$ cat config.mk
export PLATFORM = sky130hd
export DESIGN_NAME = stopwatch_ctrl
export DESIGN_NICKNAME = d
export VERILOG_FILES = /design/src/rtl/stopwatch_ctrl.sv
export SDC_FILE = /design/constraint.sdc
export NUM_CORES = 1
export LEC_CHECK = 0
export ABC_AREA = 1
export CORE_MARGIN = 2
export CORE_UTILIZATION = 28
export DETAILED_ROUTE_END_ITERATION = 8
export PLACE_DENSITY = 0.63
export SETUP_SLACK_MARGIN = 0.02
export SLEW_MARGIN = 10
export SYNTH_ARGS = -nofsm -noshare
export SYNTH_HDL_FRONTEND = slang
export SYNTH_SLANG_ARGS = --single-unit
$ cat constraint.sdc
create_clock -name clk -period 0.8 [get_ports clk]
set_input_delay 0.2 -clock clk [delete_from_list [all_inputs] [get_ports clk]]
set_output_delay 0.2 -clock clk [all_outputs]
set_load 0.005 [all_outputs]
$ cat src/rtl/stopwatch_ctrl.sv
// Stopwatch control sequencer: input conditioning (sync/debounce/edge detect),
// RUN/PAUSED/ADJUST state machine and the count/adjust/clear/blank qualifiers.
module stopwatch_ctrl #(
    parameter int DEBOUNCE_CYCLES = 4
) (
    input  logic clk,
    input  logic reset,
    input  logic tick_1hz,
    input  logic tick_2hz,
    input  logic tick_blink,
    input  logic btn_pause,
    input  logic btn_rst,
    input  logic sw_adj,
    input  logic sw_sel,
    output logic count_en,
    output logic adj_en,
    output logic adj_sel,
    output logic clr,
    output logic blank_min,
    output logic blank_sec,
    output logic running,
    output logic adjusting
);

    localparam int CW = (DEBOUNCE_CYCLES > 1) ? $clog2(DEBOUNCE_CYCLES) : 1;

    typedef enum logic [1:0] {
        S_PAUSED = 2'd0,
        S_RUN    = 2'd1,
        S_ADJUST = 2'd2
    } state_t;

    state_t     state;
    state_t     state_next;
    logic [3:0] sync1;
    logic [3:0] sync2;
    logic [1:0] press;
    logic       phase;

    // Bit order: 0 = pause button, 1 = clear button, 2 = adjust switch, 3 = select switch.
    always_ff @(posedge clk) begin
        if (reset) begin
            sync1 <= '0;
            sync2 <= '0;
        end else begin
            sync1 <= {sw_sel, sw_adj, btn_rst, btn_pause};
            sync2 <= sync1;
        end
    end

    for (genvar b = 0; b < 2; b++) begin : g_deb
        logic [CW-1:0] cnt;
        logic          level;
        logic          pulse;

        // Level follows the synchronized input only after DEBOUNCE_CYCLES differing samples.
        always_ff @(posedge clk) begin
            if (reset) begin
                cnt   <= '0;
                level <= 1'b0;
                pulse <= 1'b0;
            end else begin
                pulse <= 1'b0;
                if (sync2[b] == level) begin
                    cnt <= '0;
                end else if (cnt == CW'(DEBOUNCE_CYCLES - 1)) begin
                    cnt   <= '0;
                    level <= sync2[b];
                    pulse <= sync2[b];
                end else begin
                    cnt <= cnt + 1'b1;
                end
            end
        end

        assign press[b] = pulse;
    end

    always_ff @(posedge clk) begin
        if (reset) begin
            state <= S_PAUSED;
        end else begin
            state <= state_next;
        end
    end

    // The adjust switch wins over a pause press arriving in the same cycle.
    always_comb begin
        state_next = state;
        unique case (state)
            S_PAUSED: begin
                if (sync2[2])      state_next = S_ADJUST;
                else if (press[0]) state_next = S_RUN;
            end
            S_RUN: begin
                if (sync2[2])      state_next = S_ADJUST;
                else if (press[0]) state_next = S_PAUSED;
            end
            S_ADJUST: begin
                if (!sync2[2])     state_next = S_PAUSED;
            end
            default: state_next = S_PAUSED;
        endcase
    end

    always_ff @(posedge clk) begin
        if (reset) begin
            clr      <= 1'b1;
            count_en <= 1'b0;
            adj_en   <= 1'b0;
            adj_sel  <= 1'b0;
            phase    <= 1'b0;
        end else begin
            clr      <= press[1];
            count_en <= tick_1hz && (state == S_RUN);
            adj_en   <= tick_2hz && (state == S_ADJUST);
            adj_sel  <= sync2[3];
            phase    <= (state == S_ADJUST) ? (phase ^ tick_blink) : 1'b0;
        end
    end

    assign running   = (state == S_RUN);
    assign adjusting = (state == S_ADJUST);
    // Gated by the current state so a phase left over from ADJUST never blanks.
    assign blank_min = adjusting & phase & adj_sel;
    assign blank_sec = adjusting & phase & ~adj_sel;

endmodule

**After elaboration in Yosys (flattened, before gate mapping)**

Cells that the tools add are included.

- Bits of input ports: 9
- Flip-flop bits (word level): 23
- Logic and storage cells: 52

- Reduce and logical (&&, ||, !) cells: 11
- Mux-type cells: 6
- $add $sub $neg: 2
- Bitwise logic cells: 10
- Equal/unequal tests: 9

Operator list:

| kind | number |
|---|---|
| OR reduction 3 bit | 4 |
| two-way mux 2 bit | 5 |
| == test 2 bit, second input constant | 3 |
| NOT 1 bit | 6 |
| case mux 2 bit (3 select lines) | 1 |
| adder 2 x 1 -> 2 bit, second input constant | 2 |
| AND reduction 2 bit | 2 |
| AND 1 bit | 3 |
| inequality test 3 x 1 -> 1 bit, second input constant | 1 |
| inequality test 3 bit, second input constant | 1 |
| AND reduction 3 bit | 1 |
| == test 1 bit | 2 |
| == test 2 x 1 -> 1 bit, second input constant | 1 |
| logical AND 1 bit | 2 |
| logical NOT 2 bit | 1 |
| inequality test 2 bit, second input constant | 1 |
| OR reduction 2 bit | 1 |
| XOR 1 bit | 1 |

**Logic depth before layout (Yosys ltp)**

Gate-level depths: netlist of the first run.

- Depth after elaboration: 3
- Depth in mapped cells: 6
- Mapped depth without buffers: 6

**Least setup slack after synthesis of the first run**

OpenSTA, ideal clock, no wires.

- Path type: flip-flop to output port
- Start point: register state[1]
- End point: output blank_min
- Path buffers: 0
- Cell stages (with the launch flop): 4
- Required time: 0.600 ns
- Setup slack: -0.072 ns
- Arrival: 0.672 ns
- Cell sequence: dfxtp_1 -> inv_2 -> nor2_4 -> and3_1

- Word-level cells in the longest chain between the ends: 3

RTL lines:

| what | RTL line | RTL |
|---|---|---|
| start: declaration | 33 | `state_t state;` |
| start signal: assignment | 83 | `state <= state_next;` |
| == test 2 bit | 123 | `assign adjusting = (state == S_ADJUST);` |
| via adjusting | 22 | `output logic adjusting` |
| AND 1 bit (2 in series) | 125 | `assign blank_min = adjusting & phase & adj_sel;` |
| end: declaration | 19 | `output logic blank_min,` |

The timed path passes the listed nets, and every way through them passes these cells.

**Worst setup path in the final report of the first run**

- Start point: register state[1]
- End point: output blank_min

- Word-level cells in the longest chain between the ends: 3

RTL lines:

| what | RTL line |
|---|---|
| == test 2 bit | 123 |
| AND 1 bit (2 in series) | 125 |

No other way between the ends.

==> impl_metrics.ini, run 1 <==
[finish]
drive_above_1_share_pct = 33.3
number_of_nets_at_the_end_of_the_flow = 144
final_core_util_pct = 41.7
area_delta_synth_final_pct = 42.0
num_antenna_cells = 0
stdcell_count = 163

[route]
detail_route.vias_per_cell = 4.04
drtAntennaViolNets = 0
detailroute.via_count = 659
drc_errors = 0
drt_first_iter_violations = 4
wire_length_per_cell_after_detailed_routing_um = 8.23
drt_pre_antenna_iters = 4
total_wirelength_um = 1340

[die]
die_h_um = 57.8
io_pins = 17
initial_core_util_pct = 29.4
core_region_area_sq_mm = 0.00276
die_x_um = 57.8
die-area_sq_mm = 0.00334
core.rowCount = 19

[timing]
timing.final.ws_setup_ns = -0.462
setup_tns_ns = -2.74
timing.final.crit_share_pct = 158
remaining_max_slew_budget_at_the_tightest_pin_pct = 87.8
report.final.hold_viol_count = 0
slew_violations = 0
fmax_mhz = 793
final_period_minus_worst_setup_slack_ns = 1.26
clock_skew_ns = 0.00978
max_slew.worst_pin.slew_ns = 0.182
setup_viol = 15
grt_setup_unrepaired = true
holdWs_ns = 0.382

[run]
reported_max_cap_violation_count = 0

[clock_tree]
worstSkewPairLatency_ns = 0.31
h-tree-depth = 1
cts_tree = done
cts_inserted_buffers = 3
cts_hold_repair.buffers = 0
clk_pin_slew_worst_paths_ns = 0.13
cts-root-buf = sky130_fd_sc_hd__clkbuf_4
clkSinkCount = 23
clockBufferDepth = 2

[synthesis]
synth_cell_types = 16
seq_area_frac_synth_pct = 56.9
ys_warn_count = 0
average_cell_area_after_synthesis_sq_um = 7.94
netlist_instances = 102
number_of_synthesized_register_bits = 23
postSynthNetCount = 113
mappedNetlistArea_sq_um = 810

[critical_path]
critical_path.endpoint_type = output port
max_stage_delay_ns = 0.36
worst_ep_required_time_ns = 0.60
cpMaxStageDelayCell = sky130_fd_sc_hd__dfxtp_2
list_of_cells_traversed_by_the_critical_path = inv_2, nor2_4, and3_1, buf_2
criticalPathCategory = flip-flop to output port
data_arrival_time_of_the_worst_path_ns = 1.06
crit_path_max_fanout = 3
timing.critical_path.from_type = flip-flop

[global_routing]
grt_usage_pct = 8.85
number_of_antenna_violations_at_the_first_check_in_global_routing = 0
grt_first_pass_wirelength_um = 2240
total_grt_overflow = 0
grt_start_max_net_pins = 15
number_of_global_route_vias_before_repair = 581

[power]
total_power_mw = 1.85
worst_ir_drop_vdd_v = 0.00107
pwr_density_cell_mw_per_mm2 = 1610
p_leak_nw = 0.548

[placement]
hpwl_um = 967
gp_routability_congestion = 0.655
port-buffer-count = 16
placed_cells = 153

[outcome]
outcome = finished with violations
violations = negative setup slack

[min_path]
hold_path.class = input port to flip-flop
## cell usage in the layout (no fill, tap or decap), drive strengths merged, types with 2 or more instances in the layout
| master | Yosys | final |
|---|---|---|
| buf | 1 | 19 |
| nor2 | 22 | 22 |
| clkdlybuf4s50 | 0 | 8 |
| nand4 | 2 | 2 |
| ha | 2 | 2 |
| nand2 | 23 | 23 |
| dfxtp | 23 | 23 |
| a21oi | 2 | 2 |
| clkbuf | 0 | 3 |
| inv | 23 | 23 |
## registers in the layout, indices dropped and copies added (netlist names)
signal / count
count_en: 1
g_deb.cnt: 4
clr: 1
sync1: 4
state: 2
phase: 1
g_deb.level: 2
adj_en: 1
adj_sel: 1
sync2: 4
g_deb.pulse: 2
## through the flow
step	instance area (sq um)	setup WS [ns]
after global routing	1150	-0.568
final	1150	-0.462
after global placement	1040	-0.484
after detailed placement	1040	-0.499
after CTS	1110	-0.491
after floorplan	812	-0.0506
## report_power, final
part,internal (mW),switching [mW]
Clock,0.190,0.343
Combinational,0.0759,0.0563
Sequential,1.17,0.0125
## cells by family (layout without fill, tap and decap cells)
logic type	count (synthesis)	after routing	synth area share, %
adders and majority gates	2	2	3.09
DFF	23	23	56.9
and+or+nand+nor	50	50	26.4
AOI/OAI and AO/OA	2	2	1.24
xor gates and xnor gates	1	1	1.08
buffers and inverters	24	54	11.3
## Yosys cell counts, drive strengths merged
library cell	count	area share, %
nand2	23	11
nor2	22	11
nand3b	1	0.93
a21oi	2	1.2
and3	1	0.77
ha	2	3.1
xnor2	1	1.1
nand4	2	1.5
buf	1	0.62
dfxtp	23	57
inv	23	11
or2	1	0.77
## final cells by class
| cell class | instances | area (sq um) |
|---|---|---|
| multi-input combinational | 55 | 303 |
| fill | 277 | 1610 |
| clock inverter | 1 | 7.51 |
| inverter | 23 | 86.3 |
| tap | 31 | 38.8 |
| clock buffer | 3 | 22.5 |
| sequential | 23 | 472 |
| timing repair buffer | 27 | 220 |
## path summary, 6_finish.rpt
| kind | slack, ns | startpoint | end | depth (start not counted) |
|---|---|---|---|---|
| setup / recovery | -0.46 | state[1] | blank_min | 4 |
| hold / removal | 0.38 | sw_sel | sync1[3] | 3 |
| setup reg to reg | -0.17 | state[0] | state[0] | 7 |
| hold reg to reg | 0.41 | sync1[3] | sync2[3] | 2 |
## worst max-delay path: cells and delay by family, from the launching register on
family	cells	cell delay [ns]
flip-flops	1	0.36
AND/OR/NAND/NOR	2	0.25
buffers and inverters	2	0.16
## routing by layer
metal	up-vias	wire length (um)	global-route usage, %
li1	355	-	-
met1	285	523	8.76
met2	15	702	15.6
met3	4	89	3.57
met4	0	27	4.98
met5	-	0	0
## what timing repair did
item                                    4_1_cts  5_1_grt
buffers inserted                              3        4
gates resized for setup                      51        4
pin swaps                                     8        4
endpoints found under the setup margin       17       19
(Power assumes the default switching activity.)
==> run 2, diff against run 1 <==
Settings changed: DONT_BUFFER_PORTS set to 1, PLACE_DENSITY 0.63 to 0.55, SLEW_MARGIN 10 to not set.
==> impl_metrics.ini, run 2 (same netlist as run 1, synthesis figures left out) <==
[outcome]
outcome = finished with violations
violations = negative setup slack

[timing]
report.final.hold_viol_count = 0
setup_viol = 16
holdWs_ns = 0.0565
timing.final.ws_setup_ns = -0.385
remaining_max_slew_budget_at_the_tightest_pin_pct = 69.3
slew_violations = 0
clock_skew_ns = 0.000899
fmax_mhz = 844
timing.final.crit_share_pct = 148
final_period_minus_worst_setup_slack_ns = 1.19
grt_setup_unrepaired = true
max_slew.worst_pin.slew_ns = 0.460

[clock_tree]
cts_inserted_buffers = 3
clockBufferDepth = 2
h-tree-depth = 1
cts_tree = done
worstSkewPairLatency_ns = 0.31
clkSinkCount = 23
clk_pin_slew_worst_paths_ns = 0.12
cts-root-buf = sky130_fd_sc_hd__clkbuf_4

[die]
core.rowCount = 19
die_h_um = 57.8
die-area_sq_mm = 0.00334
initial_core_util_pct = 29.4
die_x_um = 57.8
io_pins = 17
core_region_area_sq_mm = 0.00276

[global_routing]
grt_first_pass_wirelength_um = 2320
number_of_antenna_violations_at_the_first_check_in_global_routing = 0
grt_usage_pct = 9.32
number_of_global_route_vias_before_repair = 563
globalRouteMet3Util_pct = 2.68
total_grt_overflow = 0
most_utilized_layer_in_the_global_route_result = met2
grt_use_met2_pct = 15.1
gr-usage-met1_pct = 10.3
grt_start_max_net_pins = 14

[route]
drtAntennaViolNets = 0
drt_pre_antenna_iters = 2
wire_length_per_cell_after_detailed_routing_um = 9.32
drt_first_iter_violations = 1
drc_errors = 0
detailroute.via_count = 607
total_wirelength_um = 1390
detail_route.vias_per_cell = 4.07

[critical_path]
data_arrival_time_of_the_worst_path_ns = 0.99
timing.critical_path.from_type = flip-flop
critical_path.endpoint_type = output port
crit_path_max_fanout = 4
criticalPathCategory = flip-flop to output port
worst_ep_required_time_ns = 0.60

[placement]
port-buffer-count = 0
dp_worst_setup_slack_ns = -0.0699
hpwl_um = 911
gp_routability_congestion = 0.751
placed_cells = 137

[finish]
layout.cells.most_common_list = 20 x sky130_fd_sc_hd__nand2_1, 19 x sky130_fd_sc_hd__nor2_1, 18 x sky130_fd_sc_hd__inv_1
number_of_nets_at_the_end_of_the_flow = 130
layout.cells.most_common = sky130_fd_sc_hd__nand2_1
area_delta_synth_final_pct = 29.2
num_antenna_cells = 0
stdcell_count = 149
largest_registers = g_deb.cnt (4), sync1 (4), sync2 (4)
drive_above_1_share_pct = 30.5

[min_path]
hold_path.class = input port to flip-flop

[power]
total_power_mw = 1.83
worst_ir_drop_vdd_v = 0.00100
pwr_density_cell_mw_per_mm2 = 1750
p_leak_nw = 0.479

[run]
reported_max_cap_violation_count = 0
==> run 2: power by group <==
part	internal, mW	switching, mW
logic	0.0560	0.0502
clock network	0.187	0.344
registers	1.17	0.0145
total	1.42	0.409
==> run 2: cell type report <==
class | instances | area [sq um]
inverter | 23 | 86.3
tap | 31 | 38.8
fill | 281 | 1710
clock inverter | 1 | 5.00
multi-input combinational | 55 | 303
sequential | 23 | 473
timing repair buffer | 13 | 118
clock buffer | 3 | 22.5
==> run 2: through the flow <==
stage / setup TNS (ns) / instance area [sq um] / utilization, %
after floorplan: -0.0946 / 812 / -
after global placement: -0.155 / 883 / 32.0
after detailed placement: -0.397 / 883 / 32.0
after CTS: -3.31 / 1020 / 37.1
after global routing: -2.90 / 1050 / 37.9
final: -2.00 / 1050 / 37.9
==> run 2: layer usage <==
| layer | routed length [um] | vias up |
|---|---|---|
| met3 | 52 | 4 |
| li1 | - | 330 |
| met4 | 51 | 0 |
| met2 | 689 | 11 |
| met1 | 594 | 262 |
| met5 | 0 | - |
==> run 2: what timing repair did <==
action	CTS	global route
gates cloned	0	0
buffers inserted	1	0
hold endpoints to repair	14	0
hold buffers	7	0
resized for setup	14	8
setup endpoints to repair	17	28
pin swaps	5	5
==> run 2: worst max-delay path, cell delays in order, from the launching register on <==
cell	delay, ns
sky130_fd_sc_hd__dfxtp_2	0.37
sky130_fd_sc_hd__nor2_4	0.13
sky130_fd_sc_hd__and3_1	0.18
==> run 2: path summary, 6_finish.rpt <==
path / cells after the start / endpoint / slack [ns] / startpoint
setup reg to reg: 5 / adj_en / -0.09 / state[0]
hold reg to reg: 2 / sync2[2] / 0.41 / sync1[2]
hold / removal: 3 / count_en / 0.06 / reset
setup / recovery: 2 / blank_min / -0.39 / state[0]
